[src/rtl/fp16_divider.sv]
// Sequential IEEE-754 half-precision divider using restoring mantissa division (quotient = dividend / divisor).
// Latency: fixed 15 cycles from the accept edge to out_valid, special operands included; one operation in flight.
// Backpressure: in_ready only in IDLE; quotient/flags hold in DONE until out_ready, then return to IDLE.
module fp16_divider #(
    parameter int DATA_WIDTH = 16,
    parameter int EXPONENT   = 5,
    parameter int MANTISSA   = 10,
    parameter int BIAS       = 15
) (
    input  logic                  clk,
    input  logic                  rst,
    input  logic                  in_valid,
    output logic                  in_ready,
    input  logic [DATA_WIDTH-1:0] dividend,
    input  logic [DATA_WIDTH-1:0] divisor,
    output logic                  out_valid,
    input  logic                  out_ready,
    output logic [DATA_WIDTH-1:0] quotient,
    output logic [2:0]            flags
);

    localparam int SIG_W  = MANTISSA + 1;        // significand with hidden bit
    localparam int REM_W  = MANTISSA + 2;        // remainder, one guard bit above the divisor
    localparam int QUO_W  = MANTISSA + 3;        // integer bit + mantissa + round bit
    localparam int EXP_W  = EXPONENT + 2;        // signed exponent path
    localparam int LAST_IT = QUO_W - 1;
    localparam logic [EXPONENT-1:0] EXP_MAX = {EXPONENT{1'b1}};
    localparam logic [DATA_WIDTH-1:0] QNAN = 16'h7E00;

    typedef enum logic [1:0] {
        IDLE   = 2'd0,
        DIVIDE = 2'd1,
        NORM   = 2'd2,
        DONE   = 2'd3
    } state_t;

    state_t                  state_q, state_d;
    logic [3:0]              cnt_q, cnt_d;
    logic                    sign_q, sign_d;
    logic [EXPONENT-1:0]     ea_q, ea_d, eb_q, eb_d;
    logic                    za_q, za_d, zb_q, zb_d, ia_q, ia_d, ib_q, ib_d;
    logic [REM_W-1:0]        rem_q, rem_d;
    logic [SIG_W-1:0]        mb_q, mb_d;
    logic [QUO_W-1:0]        q_q, q_d;
    logic [DATA_WIDTH-1:0]   res_q, res_d;
    logic [2:0]              flags_q, flags_d;
    logic                    out_valid_q, out_valid_d;

    // Operand field decode, used only on the accept cycle
    logic [EXPONENT-1:0] ea_in, eb_in;
    logic [SIG_W-1:0]    ma_in, mb_in;

    // Normalise/round/special-case results, consumed in NORM
    logic [EXP_W-1:0]    e_raw, e_fin;
    logic [MANTISSA-1:0] mant_n, mant_fin;
    logic [MANTISSA:0]   mant_inc;
    logic                rnd_bit, sticky, inc, rem_nz;
    logic [DATA_WIDTH-1:0] norm_res;
    logic [2:0]          norm_flags;

    // Restoring step signals
    logic                ge;
    logic [REM_W-1:0]    rem_sub;

    assign ea_in = dividend[DATA_WIDTH-2 -: EXPONENT];
    assign eb_in = divisor[DATA_WIDTH-2 -: EXPONENT];
    assign ma_in = {1'b1, dividend[MANTISSA-1:0]};
    assign mb_in = {1'b1, divisor[MANTISSA-1:0]};

    assign ge      = rem_q >= {1'b0, mb_q};
    assign rem_sub = ge ? (rem_q - {1'b0, mb_q}) : rem_q;

    assign in_ready  = (state_q == IDLE);
    assign out_valid = out_valid_q;
    assign quotient  = res_q;
    assign flags     = flags_q;

    // State and datapath registers; reset drops any operation in flight
    always_ff @(posedge clk) begin
        if (rst) begin
            state_q     <= IDLE;
            cnt_q       <= '0;
            sign_q      <= 1'b0;
            ea_q        <= '0;
            eb_q        <= '0;
            za_q        <= 1'b0;
            zb_q        <= 1'b0;
            ia_q        <= 1'b0;
            ib_q        <= 1'b0;
            rem_q       <= '0;
            mb_q        <= '0;
            q_q         <= '0;
            res_q       <= '0;
            flags_q     <= '0;
            out_valid_q <= 1'b0;
        end else begin
            state_q     <= state_d;
            cnt_q       <= cnt_d;
            sign_q      <= sign_d;
            ea_q        <= ea_d;
            eb_q        <= eb_d;
            za_q        <= za_d;
            zb_q        <= zb_d;
            ia_q        <= ia_d;
            ib_q        <= ib_d;
            rem_q       <= rem_d;
            mb_q        <= mb_d;
            q_q         <= q_d;
            res_q       <= res_d;
            flags_q     <= flags_d;
            out_valid_q <= out_valid_d;
        end
    end

    // Next-state: accept in IDLE, 13 restoring steps, one normalise cycle, then hold the result
    always_comb begin
        state_d     = state_q;
        cnt_d       = cnt_q;
        sign_d      = sign_q;
        ea_d        = ea_q;
        eb_d        = eb_q;
        za_d        = za_q;
        zb_d        = zb_q;
        ia_d        = ia_q;
        ib_d        = ib_q;
        rem_d       = rem_q;
        mb_d        = mb_q;
        q_d         = q_q;
        res_d       = res_q;
        flags_d     = flags_q;
        out_valid_d = out_valid_q;

        case (state_q)
            IDLE: begin
                if (in_valid) begin
                    sign_d  = dividend[DATA_WIDTH-1] ^ divisor[DATA_WIDTH-1];
                    ea_d    = ea_in;
                    eb_d    = eb_in;
                    // Subnormals flush to zero, NaN inputs behave as Inf
                    za_d    = (ea_in == '0);
                    zb_d    = (eb_in == '0);
                    ia_d    = (ea_in == EXP_MAX);
                    ib_d    = (eb_in == EXP_MAX);
                    rem_d   = {1'b0, ma_in};
                    mb_d    = mb_in;
                    q_d     = '0;
                    cnt_d   = '0;
                    state_d = DIVIDE;
                end
            end
            DIVIDE: begin
                // Remainder stays below the divisor after the subtract, so the shift never overflows
                q_d   = {q_q[QUO_W-2:0], ge};
                rem_d = {rem_sub[REM_W-2:0], 1'b0};
                cnt_d = cnt_q + 4'd1;
                if (cnt_q == 4'(LAST_IT)) begin
                    state_d = NORM;
                end
            end
            NORM: begin
                res_d   = norm_res;
                flags_d = norm_flags;
                state_d = DONE;
            end
            DONE: begin
                // out_valid launches from a flop one cycle into DONE so the writeback side sees registered timing
                if (!out_valid_q) begin
                    out_valid_d = 1'b1;
                end else if (out_ready) begin
                    out_valid_d = 1'b0;
                    state_d     = IDLE;
                end
            end
            default: state_d = IDLE;
        endcase
    end

    // Normalise, round-to-nearest-even, range clamp and special-case priority
    always_comb begin
        rem_nz = (rem_q != '0);
        if (q_q[QUO_W-1]) begin
            mant_n  = q_q[QUO_W-2:2];
            rnd_bit = q_q[1];
            sticky  = q_q[0] | rem_nz;
            e_raw   = {2'b00, ea_q} - {2'b00, eb_q} + EXP_W'(BIAS);
        end else begin
            mant_n  = q_q[QUO_W-3:1];
            rnd_bit = q_q[0];
            sticky  = rem_nz;
            e_raw   = {2'b00, ea_q} - {2'b00, eb_q} + EXP_W'(BIAS - 1);
        end

        inc      = rnd_bit & (sticky | mant_n[0]);
        mant_inc = {1'b0, mant_n} + {{MANTISSA{1'b0}}, inc};
        if (mant_inc[MANTISSA]) begin
            mant_fin = '0;
            e_fin    = e_raw + EXP_W'(1);
        end else begin
            mant_fin = mant_inc[MANTISSA-1:0];
            e_fin    = e_raw;
        end

        norm_flags = 3'b000;
        if ((za_q && zb_q) || (ia_q && ib_q)) begin
            norm_res   = QNAN;
            norm_flags = 3'b100;
        end else if (zb_q) begin
            norm_res   = {sign_q, EXP_MAX, {MANTISSA{1'b0}}};
            norm_flags = 3'b010;
        end else if (ia_q) begin
            norm_res   = {sign_q, EXP_MAX, {MANTISSA{1'b0}}};
        end else if (za_q || ib_q) begin
            norm_res   = {sign_q, {(DATA_WIDTH-1){1'b0}}};
        end else if ($signed(e_fin) >= $signed(EXP_W'(EXP_MAX))) begin
            norm_res   = {sign_q, EXP_MAX, {MANTISSA{1'b0}}};
            norm_flags = 3'b001;
        end else if ($signed(e_fin) <= $signed(EXP_W'(0))) begin
            norm_res   = {sign_q, {(DATA_WIDTH-1){1'b0}}};
        end else begin
            norm_res   = {sign_q, e_fin[EXPONENT-1:0], mant_fin};
        end
    end

endmodule

[config.mk]
export PLATFORM = sky130hd
export DESIGN_NAME = fp16_divider
export DESIGN_NICKNAME = d
export VERILOG_FILES = /design/src/rtl/fp16_divider.sv
export SDC_FILE = /design/constraint.sdc
export NUM_CORES = 1
export LEC_CHECK = 0
export CAP_MARGIN = 5
export CORE_ASPECT_RATIO = 0.6
export CORE_UTILIZATION = 56
export CTS_CLUSTER_DIAMETER = 100
export DETAILED_ROUTE_END_ITERATION = 6
export GPL_ROUTABILITY_DRIVEN = 0
export PLACE_DENSITY = 0.87
export SYNTH_ARGS = -nofsm -noshare
export SYNTH_HDL_FRONTEND = slang
export SYNTH_SLANG_ARGS = --single-unit
[constraint.sdc]
create_clock -name clk -period 5.27 [get_ports clk]
set_clock_uncertainty 0.15 [all_clocks]
set_input_delay 0.527 -clock clk [delete_from_list [all_inputs] [get_ports clk]]
set_output_delay 0.527 -clock clk [all_outputs]
set_load 0.02 [all_outputs]
# After elaboration in Yosys (flattened, before gate mapping)
# Index checks and enable logic that the tools add are counted.
[classes] n_bitwise=4 n_reduce_logical=12 eq_ne=10 order_cmp=3 add_sub_neg=7 n_mux=31
[op_table] op="two-way mux 15 bit" n=5
[op_table] op="one-hot mux 13 bit (2 select lines)" n=1
[op_table] op="one-hot mux 12 bit (2 select lines)" n=1
[op_table] op="two-way mux 10 bit" n=2
[op_table] op="two-way mux 16 bit" n=1
[op_table] op="two-way mux 7 bit" n=2
[op_table] op="two-way mux 13 bit" n=1
[op_table] op=">= comparator 12 x 11 -> 1 bit" n=1
[op_table] op="two-way mux 12 bit" n=1
[op_table] op="nonzero test 12 bit" n=1
[op_table] op="adder 10 x 1 -> 11 bit" n=1
[op_table] op="two-way mux 11 bit" n=1
[op_table] op="subtractor 11 bit" n=1
[op_table] op="equality test 5 bit (second input constant)" n=2
[op_table] op="zero test 5 bit" n=2
[op_table] op="two-way mux 2 bit" n=5
[op_table] op="inequality test 2 bit (second input constant)" n=4
[op_table] op="one-hot mux 2 bit (4 select lines)" n=1
[op_table] op="one-hot mux 4 bit (2 select lines)" n=1
[op_table] op="adder 6 x 5 -> 7 bit (second input constant)" n=1
[op_table] op="adder 7 x 1 -> 7 bit (second input constant)" n=1
[op_table] op="adder 7 x 4 -> 7 bit (second input constant)" n=1
[op_table] op=">= comparator 7 x 6 -> 1 bit (second input constant)" n=1
[op_table] op="less-or-equal comparator 7 x 1 -> 1 bit (second input constant)" n=1
[op_table] op="other kinds (17)" n=28
[totals] ff_bits=77 wordCells=82 out_inout_bits=21

# Longest topological paths before layout
# Gate-level depths: netlist (run 1).
[logic_depth] ltp_word=14 mapped_depth=15 ltp_nobuf=14

# Least setup slack after synthesis (run 1)
# Ideal clock, no wire load.
[synth_timing] path_kind="register -> register" from="reg q_q[12]" to="reg res_q[0] (netlist: quotient[0])" path_buffers=4 slack_ps=1431 stages_incl_launch_ff=16 required_ps=4997 arrival_ps=3567 setup_ps=123 cell_sequence="dfxtp_1 > buf_4 > clkbuf_1 > buf_1 > clkbuf_1 > nand2_1 > a21oi_1 > ha_1 > nand2_1 > nor4_4 > and2_1 > nand2_2 > or4_1 > a221o_1 > nand4b_4 > o31ai_1"
[synth_via] elab_chain_len=12 word_cells_on_any_way=18
[synth_lines] item="start, declared" line="44" text="logic [QUO_W-1:0] q_q, q_d;"
[synth_lines] item="start signal, assigned" line="108" text="q_q <= q_d;"
[synth_lines] item="two-way mux 1 bit or two-way mux 10 bit (tied branches)" line="181" text="if (q_q[QUO_W-1]) begin"
[synth_lines] item="bitwise OR 1 bit" line="193" text="inc = rnd_bit & (sticky | mant_n[0]);"
[synth_lines] item="bitwise AND 1 bit" line="193"
[synth_lines] item="adder 10 x 1 -> 11 bit" line="194" text="mant_inc = {1'b0, mant_n} + {{MANTISSA{1'b0}}, inc};"
[synth_lines] item="two-way mux 7 bit" line="195" text="if (mant_inc[MANTISSA]) begin"
[synth_lines] item="less-or-equal comparator 7 x 1 -> 1 bit" line="217" text="end else if ($signed(e_fin) <= $signed(EXP_W'(0))) begin"
[synth_lines] item="two-way mux 15 bit" line="217"
[synth_lines] item="two-way mux 15 bit (*)" line="214" text="end else if ($signed(e_fin) >= $signed(EXP_W'(EXP_MAX))) begin"
[synth_lines] item="two-way mux 15 bit (*)" line="212" text="end else if (za_q || ib_q) begin"
[synth_lines] item="two-way mux 15 bit (*)" line="210" text="end else if (ia_q) begin"
[synth_lines] item="two-way mux 15 bit (*)" line="207" text="end else if (zb_q) begin"
[synth_lines] item="two-way mux 16 bit (*)" line="204" text="if ((za_q && zb_q) || (ia_q && ib_q)) begin"
[synth_lines] item="end signal, assigned" line="109" text="res_q <= res_d;"
[synth_lines] item="end, declared" line="45" text="logic [DATA_WIDTH-1:0] res_q, res_d;"
# Every way passes the cells marked *; elsewhere a longest branch is shown, timed or not.
# A chain may end at the register's enable or synchronous reset.

# Worst setup path after layout (run 1)
[layout_timing] from="reg ea_q[0]" to="reg res_q[2] (netlist: quotient[2])"
[layout_via] elab_chain_len=12 word_cells_on_any_way=14
[layout_lines] item="start, declared" line="40" text="logic [EXPONENT-1:0] ea_q, ea_d, eb_q, eb_d;"
[layout_lines] item="start signal, assigned" line="84" text="ea_q <= '0;"
[layout_lines] item="start signal, assigned" line="100" text="ea_q <= ea_d;"
[layout_lines] item="subtractor 5 x 5 -> 6 bit (*)" line="185, 190"
[layout_lines] item="adder 7 x 4 -> 7 bit or adder 6 x 5 -> 7 bit (tied branches)" line="185, 190"
[layout_lines] item="two-way mux 7 bit (*)" line="181"
[layout_lines] item="adder 7 x 1 -> 7 bit" line="197" text="e_fin = e_raw + EXP_W'(1);"
[layout_lines] item="two-way mux 7 bit (*)" line="195"
[layout_lines] item="less-or-equal comparator 7 x 1 -> 1 bit" line="217"
[layout_lines] item="two-way mux 15 bit" line="217"
[layout_lines] item="two-way mux 15 bit (*)" line="214"
[layout_lines] item="two-way mux 15 bit (*)" line="212"
[layout_lines] item="two-way mux 15 bit (*)" line="210"
[layout_lines] item="two-way mux 15 bit (*)" line="207"
[layout_lines] item="two-way mux 16 bit (*)" line="204"
# Marked as above.

==> impl_metrics.xml, run 1 <==
<?xml version="1.0" encoding="UTF-8"?>
<metrics>
  <group name="outcome">
    <metric name="run_status" unit="">finished clean</metric>
  </group>
  <group name="layout">
    <metric name="final_layout_size_suffix_gt1_share" unit="%">4.68</metric>
    <metric name="finish.utilization" unit="%">70.0</metric>
    <metric name="finish.net_count" unit="">702</metric>
    <metric name="layoutNonFillerInstCount" unit="">749</metric>
    <metric name="insertedDiodeCount" unit="">0</metric>
    <metric name="area.growth.synth_to_final" unit="%">19.7</metric>
  </group>
  <group name="hold_path">
    <metric name="min-delay-path-class" unit="">reg -&gt; reg</metric>
  </group>
  <group name="die">
    <metric name="ios" unit="">57</metric>
    <metric name="fp.dieH" unit="µm">72.7</metric>
    <metric name="design.die.area" unit="mm²">0.00871</metric>
    <metric name="cell_row_count" unit="">25</metric>
    <metric name="core-area" unit="mm²">0.00798</metric>
    <metric name="die_x" unit="µm">120</metric>
    <metric name="initial_core_util" unit="%">58.5</metric>
  </group>
  <group name="clock_network">
    <metric name="root_buffer" unit="">clkbuf_16</metric>
    <metric name="post-cts-setup-buffer-count" unit="">0</metric>
    <metric name="cts_inserted_buffers" unit="">9</metric>
    <metric name="cts_hold_buffers" unit="">0</metric>
    <metric name="cts-root-to-sink-buffers" unit="">2</metric>
    <metric name="cts_tree" unit="">built</metric>
    <metric name="clock_sinks" unit="">77</metric>
    <metric name="htreeDepth" unit="">3</metric>
    <metric name="insertion_delay" unit="ns">0.35</metric>
    <metric name="worst_setup_hold_path_clk_slew" unit="ns">0.06</metric>
    <metric name="post_cts_resize_count" unit="">0</metric>
  </group>
  <group name="pwr">
    <metric name="power_density" unit="mW/mm²">635</metric>
    <metric name="power.total" unit="mW">3.54</metric>
    <metric name="total_leakage_power" unit="nW">2.06</metric>
    <metric name="max-vdd-ir-drop" unit="mV">0.271</metric>
  </group>
  <group name="yosys">
    <metric name="synthMostInstantiatedCell" unit="">nand2_1</metric>
    <metric name="yosys_most_used_dff" unit="">dfxtp_1</metric>
    <metric name="synth.cells.most_frequent" unit="">nand2_1 (98), dfxtp_1 (77), nor2_1 (58), a21oi_1 (54), inv_1 (33)</metric>
    <metric name="synth.ff_latch_count" unit="">77</metric>
    <metric name="synth_async_sr_flop_share" unit="%">0</metric>
    <metric name="yosys.cell_types.count" unit="">60</metric>
    <metric name="synthesis_warnings" unit="">0</metric>
    <metric name="synthesis.area" unit="mm²">0.00466</metric>
    <metric name="syn-instance-count" unit="">600</metric>
    <metric name="synthTopCellsByArea" unit="">dfxtp_1 (33%), nand2_1 (7.9%), ha_1 (7.2%)</metric>
    <metric name="post_synth.cell_area_avg" unit="µm²">7.77</metric>
    <metric name="synth_area_leader_cell" unit="">dfxtp_1</metric>
    <metric name="mappedNetlistNets" unit="">665</metric>
    <metric name="synth-edff-count" unit="">0</metric>
    <metric name="synthDominantCellAreaShare" unit="%">33.1</metric>
    <metric name="synth-seq-area-share" unit="%">33.1</metric>
  </group>
  <group name="critical_path">
    <metric name="cell_with_the_most_instances_on_the_worst_path" unit="">ha_1</metric>
    <metric name="worstSetupStartpointType" unit="">register</metric>
    <metric name="worstSetupEndpoint" unit="">quotient[2]</metric>
    <metric name="slowest_stage" unit="">fa_1</metric>
    <metric name="cp-end-kind" unit="">register</metric>
    <metric name="path_delay_family" unit="">simple AND/OR/NAND/NOR gates</metric>
    <metric name="rr_worst_depth" unit="">12</metric>
    <metric name="r2r-end" unit="">quotient[2]</metric>
    <metric name="stage_delay_of_the_slowest_cell_on_the_critical_path" unit="ns">0.60</metric>
    <metric name="arrival_time_of_the_worst_setup_path" unit="ns">4.02</metric>
    <metric name="timing.critical_path.cells" unit="">inv_1 &gt; ha_1 &gt; fa_1 &gt; ha_1 &gt; xor3_1 &gt; mux2i_2 &gt; nand2_1 &gt; nor2_1 &gt; a311oi_1 &gt; nor4_2 &gt; nand4b_4 &gt; o31ai_1</metric>
    <metric name="reg2reg_setup_slack" unit="ns">1.34</metric>
    <metric name="crit_fanout" unit="">10</metric>
    <metric name="criticalPathCategory" unit="">reg -&gt; reg</metric>
    <metric name="critical_path.reg2reg.startpoint" unit="">ea_q[0]</metric>
    <metric name="startpoint" unit="">ea_q[0]</metric>
    <metric name="worstPathRequired" unit="ns">5.37</metric>
    <metric name="timing.critical_path.buf_inv" unit="">1</metric>
    <metric name="worstSetupPathDepth" unit="">12</metric>
  </group>
  <group name="route">
    <metric name="vias_per_cell" unit="">6.05</metric>
    <metric name="drt_first_pass_iters" unit="">6</metric>
    <metric name="drtIter0Drc" unit="">439</metric>
    <metric name="detail_route.wl_per_cell" unit="µm">16.0</metric>
    <metric name="drc" unit="">0</metric>
    <metric name="antenna_left" unit="">0</metric>
    <metric name="vias_after_detailed_routing" unit="">4528</metric>
    <metric name="finalWirelength" unit="µm">12000</metric>
  </group>
  <group name="global_route">
    <metric name="globalRoute.totalOverflow" unit="">0</metric>
    <metric name="grt_pass1_vias" unit="">4112</metric>
    <metric name="grt.total_usage" unit="%">28.4</metric>
    <metric name="antenna_found_initial" unit="">0</metric>
    <metric name="global_route_wire_length_before_repair" unit="µm">19400</metric>
    <metric name="grt_start_max_net_pins" unit="">71</metric>
  </group>
  <group name="timing">
    <metric name="time_the_worst_path_needs_with_i_o_delays_and_setup" unit="ns">3.93</metric>
    <metric name="layout_worst_path_cycle_share" unit="%">74.5</metric>
    <metric name="totalNegativeSetupSlack" unit="ns">0</metric>
    <metric name="rsz0062_at_grt" unit="">no</metric>
    <metric name="setup_viol" unit="">0</metric>
    <metric name="finalHoldViolCount" unit="">0</metric>
    <metric name="slew_violations" unit="">0</metric>
    <metric name="timing.fmax" unit="GHz">0.255</metric>
    <metric name="worst-slew-pin-transition" unit="ns">0.929</metric>
    <metric name="timing.max_slew.rel_slack" unit="%">37.6</metric>
  </group>
  <group name="placed_design">
    <metric name="hpwl" unit="µm">8500</metric>
    <metric name="numPlacedInstances" unit="">734</metric>
    <metric name="io_port_bufs" unit="">56</metric>
  </group>
  <group name="flow_run">
    <metric name="drv_cap" unit="">0</metric>
  </group>
</metrics>
==> state kept, by name (all words and copies together) (netlist names), 2 cells and up <==
name,cells
rem_q,12
ea_q,5
eb_q,5
flags,3
q_q,13
quotient,16
cnt_q,4
mb_q,11
state_q,2
==> worst min-delay path by stage <==
stage           startpoint     endpoint  cells past startpoint
6_report           ea_q[0]      ea_q[0]                      2
5_1_grt            eb_q[2]      eb_q[2]                      2
4_1_cts            ea_q[0]      ea_q[0]                      2
3_5_place_dp   quotient[6]  quotient[6]                      2
3_3_place_gp   quotient[6]  quotient[6]                      2
2_1_floorplan     mb_q[10]     mb_q[10]                      2
==> cell type report <==
| type | count | area [µm²] |
|---|---|---|
| Clock buffer | 12 | 256 |
| Inverter | 33 | 124 |
| Clock inverter | 3 | 68.8 |
| Tap cell | 108 | 135 |
| Fill cell | 613 | 2400 |
| Multi-Input combinational cell | 455 | 2860 |
| Timing Repair Buffer | 61 | 593 |
| Sequential cell | 77 | 1540 |
==> metal layers <==
layer | up-vias | wire length (µm) | GRT usage (%)
met2 | 211 | 5180 | 44.0
met4 | 0 | 272 | 10.3
met5 | - | 0 | 0
li1 | 2172 | - | -
met1 | 2112 | 5460 | 37.7
met3 | 33 | 1060 | 8.52
==> through the flow <==
step                      hold slack (ns)  setup WS, ns  instance area [µm²]
final                               0.305          1.34                 5580
after floorplan                     0.285          1.43                 4660
after CTS                           0.305          1.44                 5580
after global placement              0.287          1.70                 5260
after global routing                0.323          1.17                 5580
after detailed placement            0.293          1.52                 5260
==> placed cells by master, fill, tap and decap left out, drive strengths merged, types with 6 or more instances in the layout <==
master,Yosys,routed
nor3,10,10
clkdlybuf4s50,0,55
ha,27,27
nor2,58,58
a22oi,19,19
clkbuf,30,12
a221oi,7,7
xnor2,16,16
inv,33,33
nand2,99,99
dfxtp,77,77
a211oi,12,12
nand3,8,8
nor4,7,7
xor2,10,10
nor2b,7,7
nand2b,11,11
mux2i,13,13
o31ai,11,11
a21oi,54,54
buf,5,6
o21ai,28,28
==> report_power, final <==
part / internal (mW) / leakage [nW] / switching (mW)
Clock: 0.439 / 0.159 / 0.242
Sequential: 0.691 / 0.627 / 0.103
Combinational: 0.799 / 1.27 / 1.27
Total: 1.93 / 2.06 / 1.61
==> logic make-up (layout without fill, tap and decap cells) <==
kind of cell	after synthesis	after routing	share of synthesized area [%]
compound gates	161	161	22.2
xor+xnor	27	27	5.55
fa+ha+maj	29	29	8.10
buf+inv	68	109	5.58
flops	77	77	33.1
mux	15	15	3.35
simple gates	223	223	22.1
==> tightest hold or removal path, delay by kind of cell, from the launching register on <==
kind / cells / cell delay, ns
compound gates: 1 / 0.05
flops: 1 / 0.31
simple gates: 1 / 0.05
Power figures use the tool's default switching activity.
==> inputs of run 2 (changes only) <==
CORE_UTILIZATION = 51   (was 56)
PLACE_DENSITY = 0.84   (was 0.87)
clock period = 3.2 ns   (was 5.27 ns; I/O delays follow)
==> impl_metrics.xml, run 2 (synthesized netlist as in run 1, its figures left out) <==
<?xml version="1.0" encoding="UTF-8"?>
<metrics>
  <group name="outcome">
    <metric name="run_status" unit="">finished with violations</metric>
    <metric name="violations" unit="">design-rule violations, negative setup slack</metric>
  </group>
  <group name="critical_path">
    <metric name="worstSetupStartpointType" unit="">register</metric>
    <metric name="crit_fanout" unit="">5</metric>
    <metric name="cp-end-kind" unit="">register</metric>
    <metric name="timing.critical_path.cells" unit="">inv_2 &gt; ha_4 &gt; fa_1 &gt; xor2_2 &gt; ha_1 &gt; mux2i_4 &gt; xor2_1 &gt; nand4b_1 &gt; a2111o_1 &gt; o31ai_4 &gt; a21oi_2 &gt; a211oi_1</metric>
    <metric name="criticalPathCategory" unit="">reg -&gt; reg</metric>
    <metric name="stage_delay_of_the_slowest_cell_on_the_critical_path" unit="ns">0.49</metric>
    <metric name="path_delay_family" unit="">compound AO/OA/AOI/OAI gates</metric>
    <metric name="slowest_stage" unit="">a2111o_1</metric>
    <metric name="worstPathRequired" unit="ns">3.30</metric>
    <metric name="arrival_time_of_the_worst_setup_path" unit="ns">3.67</metric>
    <metric name="timing.critical_path.buf_inv" unit="">1</metric>
  </group>
  <group name="timing">
    <metric name="time_the_worst_path_needs_with_i_o_delays_and_setup" unit="ns">3.57</metric>
    <metric name="rsz0062_at_grt" unit="">yes</metric>
    <metric name="finalHoldViolCount" unit="">0</metric>
    <metric name="slew_violations" unit="">0</metric>
    <metric name="layout_worst_path_cycle_share" unit="%">112</metric>
    <metric name="setup_viol" unit="">16</metric>
    <metric name="timing.final.ws_setup" unit="ns">-0.373</metric>
    <metric name="totalNegativeSetupSlack" unit="ns">-4.21</metric>
    <metric name="timing.fmax" unit="GHz">0.280</metric>
    <metric name="timing.max_slew.rel_slack" unit="%">23.9</metric>
    <metric name="worst-slew-pin-transition" unit="ns">1.13</metric>
  </group>
  <group name="placed_design">
    <metric name="io_port_bufs" unit="">56</metric>
    <metric name="detailedPlace.worstSlack" unit="ns">-0.304</metric>
    <metric name="hpwl" unit="µm">8810</metric>
    <metric name="numPlacedInstances" unit="">760</metric>
  </group>
  <group name="layout">
    <metric name="area.growth.synth_to_final" unit="%">27.9</metric>
    <metric name="layoutNonFillerInstCount" unit="">784</metric>
    <metric name="layout_commonest_cell" unit="">nand2_1</metric>
    <metric name="sequential_cell_area" unit="mm²">0.00154</metric>
    <metric name="insertedDiodeCount" unit="">0</metric>
    <metric name="largest_reg_flops" unit="">16</metric>
    <metric name="mostFrequentLayoutCells" unit="">nand2_1 (98), dfxtp_1 (76), nor2_1 (56)</metric>
    <metric name="final_layout_size_suffix_gt1_share" unit="%">12.9</metric>
    <metric name="multiInputGateArea" unit="mm²">0.00303</metric>
    <metric name="filler_cell_count" unit="">660</metric>
    <metric name="finish.utilization" unit="%">68.6</metric>
    <metric name="finish.net_count" unit="">732</metric>
  </group>
  <group name="die">
    <metric name="ios" unit="">57</metric>
    <metric name="cell_row_count" unit="">26</metric>
    <metric name="fp.dieH" unit="µm">76.1</metric>
    <metric name="initial_core_util" unit="%">53.7</metric>
    <metric name="design.die.area" unit="mm²">0.00954</metric>
    <metric name="core-area" unit="mm²">0.00869</metric>
    <metric name="die_x" unit="µm">125</metric>
  </group>
  <group name="clock_network">
    <metric name="cts_inserted_buffers" unit="">9</metric>
    <metric name="cts-root-to-sink-buffers" unit="">2</metric>
    <metric name="htreeDepth" unit="">3</metric>
    <metric name="root_buffer" unit="">clkbuf_16</metric>
    <metric name="clock_sinks" unit="">77</metric>
    <metric name="worst_setup_hold_path_clk_slew" unit="ns">0.06</metric>
    <metric name="cts_tree" unit="">built</metric>
    <metric name="insertion_delay" unit="ns">0.35</metric>
  </group>
  <group name="global_route">
    <metric name="global_route_wire_length_before_repair" unit="µm">21200</metric>
    <metric name="grt.total_usage" unit="%">27.7</metric>
    <metric name="globalRoute.totalOverflow" unit="">0</metric>
    <metric name="antenna_found_initial" unit="">0</metric>
    <metric name="grt_pass1_vias" unit="">4438</metric>
    <metric name="grt_start_max_net_pins" unit="">54</metric>
  </group>
  <group name="hold_path">
    <metric name="min-delay-path-class" unit="">in -&gt; reg</metric>
  </group>
  <group name="route">
    <metric name="antenna_left" unit="">0</metric>
    <metric name="drt_first_pass_iters" unit="">7</metric>
    <metric name="drtIter0Drc" unit="">531</metric>
    <metric name="finalWirelength" unit="µm">13100</metric>
    <metric name="vias_per_cell" unit="">6.03</metric>
    <metric name="vias_after_detailed_routing" unit="">4730</metric>
    <metric name="drc" unit="">2</metric>
    <metric name="detail_route.wl_per_cell" unit="µm">16.8</metric>
  </group>
  <group name="pwr">
    <metric name="power.total" unit="mW">6.66</metric>
    <metric name="power_density" unit="mW/mm²">1120</metric>
    <metric name="max-vdd-ir-drop" unit="mV">0.463</metric>
    <metric name="total_leakage_power" unit="nW">2.22</metric>
  </group>
  <group name="flow_run">
    <metric name="drv_cap" unit="">0</metric>
  </group>
</metrics>
-- run 2: cell count changes in the layout (fill, tap and decap cells not counted), moves of 3 or more --
cell        delta
a211oi_1       -3
a211oi_2       +3
o21ai_2        +3
clkinvlp_4     +3
buf_4         +26
buf_6          +3
-- run 2: worst register-to-register path: cells and delay by family, from the launching register on --
kind,cells,cell delay [ns]
mux,1,0.24
xor+xnor,2,0.41
compound gates,4,1.13
fa+ha+maj,3,1.04
buf+inv,1,0.05
simple gates,1,0.14
flops,1,0.33
-- run 2: what timing repair did --
action	in CTS	in global routing
endpoints found under the setup margin	16	16
pin swaps	10	7
gates resized for setup	14	13
gates cloned	1	0
buffers inserted	5	3
hold buffers	0	0
-- run 2: power breakdown --
part / switching [mW] / internal, mW
clock network: 0.433 / 0.606
registers: 0.171 / 1.14
logic: 2.45 / 1.87
total: 3.05 / 3.61
-- run 2: per-layer routing --
metal / part of all wire (%) / track usage [%] / up-vias / wire length, µm
li1: - / - / 2248 / -
met1: 45 / 37.4 / 2256 / 5900
met2: 45 / 42.8 / 197 / 5890
met3: 8.5 / 7.16 / 29 / 1120
met4: 1.7 / 9.76 / 0 / 225
met5: 0 / 0 / - / 0
-- run 2: path summary, 6_finish.rpt --
kind                                endpoint         from  depth (start not counted)  slack [ns]
worst min register to register   quotient[6]  quotient[6]                          2        0.31
worst max-delay path            quotient[10]      ea_q[0]                         12       -0.37
worst min-delay path                flags[1]          rst                          2        0.22
worst max register to register  quotient[10]      ea_q[0]                         12       -0.37
-- run 2: stage by stage --
step,hold WS [ns],cell area [µm²]
2_1_floorplan,0.285,4700
3_3_place_gp,0.290,5460
3_5_place_dp,0.292,5460
4_1_cts,0.193,5880
5_1_grt,0.223,5960
6_report,0.220,5960
-- run 2: final cells by class --
cell class | instances | share of cell area (%)
clock buffers | 9 | 3.78
clock inverters | 7 | 1.26
inverters | 33 | 2.08
multi-input cells | 456 | 50.9
flip-flops and latches | 77 | 25.9
well taps | 112 | 2.35
repair buffers | 90 | 13.8
==> inputs of run 3 (changes only) <==
CORE_UTILIZATION = 60   (was 51)
CTS_CLUSTER_DIAMETER = not set   (was 100)
PLACE_DENSITY = 0.92   (was 0.84)
clock period = 4.15 ns   (was 3.2 ns; I/O delays follow)
==> impl_metrics.xml, run 3 (synthesized netlist as in run 1, its figures left out) <==
<?xml version="1.0" encoding="UTF-8"?>
<metrics>
  <group name="outcome">
    <metric name="run_status" unit="">finished clean</metric>
  </group>
  <group name="layout">
    <metric name="mostFrequentLayoutCells" unit="">nand2_1 (98), dfxtp_1 (77), nor2_1 (58)</metric>
    <metric name="finish.net_count" unit="">703</metric>
    <metric name="insertedDiodeCount" unit="">0</metric>
    <metric name="largest_reg_flops" unit="">16</metric>
    <metric name="layout_commonest_cell" unit="">nand2_1</metric>
    <metric name="postLayoutCellArea" unit="mm²">0.00558</metric>
    <metric name="area.growth.synth_to_final" unit="%">19.7</metric>
    <metric name="final_layout_size_suffix_gt1_share" unit="%">5.13</metric>
  </group>
  <group name="global_route">
    <metric name="grt.total_usage" unit="%">32.0</metric>
    <metric name="global_route_wire_length_before_repair" unit="µm">20300</metric>
    <metric name="globalRoute.totalOverflow" unit="">0</metric>
    <metric name="grt_start_max_net_pins" unit="">45</metric>
    <metric name="grt_pass1_vias" unit="">4258</metric>
    <metric name="antenna_found_initial" unit="">0</metric>
  </group>
  <group name="clock_network">
    <metric name="worst_setup_hold_path_clk_slew" unit="ns">0.06</metric>
    <metric name="cts_hold_buffers" unit="">0</metric>
    <metric name="cts-root-to-sink-buffers" unit="">2</metric>
    <metric name="cts_tree" unit="">built</metric>
    <metric name="cts_inserted_buffers" unit="">9</metric>
    <metric name="insertion_delay" unit="ns">0.35</metric>
    <metric name="clock_sinks" unit="">77</metric>
    <metric name="root_buffer" unit="">clkbuf_16</metric>
    <metric name="post-cts-setup-buffer-count" unit="">0</metric>
    <metric name="htreeDepth" unit="">3</metric>
    <metric name="post_cts_resize_count" unit="">0</metric>
  </group>
  <group name="pwr">
    <metric name="power_density" unit="mW/mm²">803</metric>
    <metric name="switching_power" unit="mW">2.05</metric>
    <metric name="power_frac_clock" unit="%">19.3</metric>
    <metric name="power.sequential.fraction" unit="%">22.4</metric>
    <metric name="power_switching_share" unit="%">45.7</metric>
    <metric name="gate_power_share" unit="%">58.3</metric>
    <metric name="total_leakage_power" unit="nW">2.06</metric>
    <metric name="power_report.internal_total" unit="mW">2.44</metric>
    <metric name="max-vdd-ir-drop" unit="mV">0.413</metric>
  </group>
  <group name="critical_path">
    <metric name="arrival_time_of_the_worst_setup_path" unit="ns">3.99</metric>
    <metric name="slowest_stage" unit="">fa_1</metric>
    <metric name="rr_worst_depth" unit="">12</metric>
    <metric name="stage_delay_of_the_slowest_cell_on_the_critical_path" unit="ns">0.59</metric>
    <metric name="cp-end-kind" unit="">register</metric>
    <metric name="worstPathRequired" unit="ns">4.26</metric>
    <metric name="cell_with_the_most_instances_on_the_worst_path" unit="">ha_1</metric>
    <metric name="timing.critical_path.cells" unit="">inv_1 &gt; ha_1 &gt; fa_1 &gt; ha_1 &gt; xor3_1 &gt; mux2i_2 &gt; nand2_1 &gt; nor2_1 &gt; a311oi_1 &gt; nor4_2 &gt; nand4b_4 &gt; o31ai_1</metric>
    <metric name="criticalPathCategory" unit="">reg -&gt; reg</metric>
    <metric name="crit_fanout" unit="">10</metric>
    <metric name="worstSetupStartpointType" unit="">register</metric>
  </group>
  <group name="die">
    <metric name="ios" unit="">57</metric>
    <metric name="die_x" unit="µm">116</metric>
    <metric name="cell_row_count" unit="">24</metric>
    <metric name="fp.dieH" unit="µm">70.3</metric>
    <metric name="design.die.area" unit="mm²">0.00814</metric>
    <metric name="initial_core_util" unit="%">63.1</metric>
    <metric name="core-area" unit="mm²">0.00739</metric>
  </group>
  <group name="route">
    <metric name="detail_route.wl_per_cell" unit="µm">16.6</metric>
    <metric name="antenna_left" unit="">0</metric>
    <metric name="vias_after_detailed_routing" unit="">4538</metric>
    <metric name="vias_per_cell" unit="">6.07</metric>
    <metric name="finalWirelength" unit="µm">12400</metric>
    <metric name="drc" unit="">0</metric>
    <metric name="drt_first_pass_iters" unit="">5</metric>
    <metric name="drtIter0Drc" unit="">493</metric>
  </group>
  <group name="timing">
    <metric name="setup_viol" unit="">0</metric>
    <metric name="finalHoldViolCount" unit="">0</metric>
    <metric name="layout_worst_path_cycle_share" unit="%">93.5</metric>
    <metric name="timing.fmax" unit="GHz">0.258</metric>
    <metric name="totalNegativeSetupSlack" unit="ns">0</metric>
    <metric name="slew_violations" unit="">0</metric>
    <metric name="timing.max_slew.rel_slack" unit="%">47.5</metric>
    <metric name="time_the_worst_path_needs_with_i_o_delays_and_setup" unit="ns">3.88</metric>
    <metric name="rsz0062_at_grt" unit="">no</metric>
    <metric name="worst-slew-pin-transition" unit="ns">0.782</metric>
  </group>
  <group name="placed_design">
    <metric name="dpl_cell_area" unit="mm²">0.00526</metric>
    <metric name="io_port_bufs" unit="">56</metric>
    <metric name="hpwl" unit="µm">8450</metric>
  </group>
  <group name="flow_run">
    <metric name="drv_cap" unit="">0</metric>
  </group>
  <group name="hold_path">
    <metric name="min-delay-path-class" unit="">reg -&gt; reg</metric>
    <metric name="min_delay_path_depth" unit="">2</metric>
  </group>
</metrics>
==> run 3: changes by cell type in the layout (fill, tap and decap cells not counted), sizes merged <==
cell	change
buf	-28
bufinv	+1
clkbuf	+1
clkinv	+1
clkinvlp	-2
inv	-1
nand4b	-1
==> run 3: area by class of cell <==
cell class	instances	area [µm²]
fill	558	1800
tap	104	130
multi-input combinational	455	2860
clock buffer	10	239
clock inverter	6	86.3
inverter	33	124
sequential	77	1540
timing repair buffer	62	601
==> run 3: worst paths after layout <==
| kind | startpoint | endpoint | slack (ns) |
|---|---|---|---|
| min reg2reg | quotient[8] | quotient[8] | 0.30 |
| min | quotient[8] | quotient[8] | 0.30 |
| max reg2reg | ea_q[0] | quotient[1] | 0.27 |
| max | ea_q[0] | quotient[1] | 0.27 |
==> run 3: worst max-delay path: cells and delay by family, from the launching register on <==
family / cells / cell delay (ns)
and+or+nand+nor: 4 / 1.04
adders and majority gates: 3 / 1.04
DFF: 1 / 0.32
muxes: 1 / 0.38
buffers and inverters: 1 / 0.05
xor gates and xnor gates: 1 / 0.32
AOI/OAI and AO/OA: 2 / 0.47
==> run 3: routing by layer <==
| layer | global-route usage, % | part of all wire, % |
|---|---|---|
| met2 | 48.9 | 44 |
| met5 | 0 | 0 |
| met3 | 10.1 | 9.1 |
| met4 | 10.8 | 1.9 |
| met1 | 42.5 | 45 |
==> run 3: stage by stage <==
step	total power, mW	cells	hold slack, ns	setup WS [ns]	utilization [%]
floorplan	2.92	600	0.285	0.311	-
global placement	3.39	731	0.287	0.581	71.2
detailed placement	3.49	731	0.290	0.391	71.2
CTS	4.40	747	0.298	0.363	75.6
global route	4.75	747	0.314	0.00862	75.6
finish	4.48	747	0.300	0.271	75.6
==> run 3: power groups by stage <==
stage	Sequential [mW]	Clock, mW	Combinational (mW)
after floorplan	1.01	0	1.91
after global placement	1.01	0	2.38
after detailed placement	1.01	0	2.48
after CTS	0.999	0.866	2.53
after global routing	1.02	0.902	2.83
final	1.01	0.864	2.61
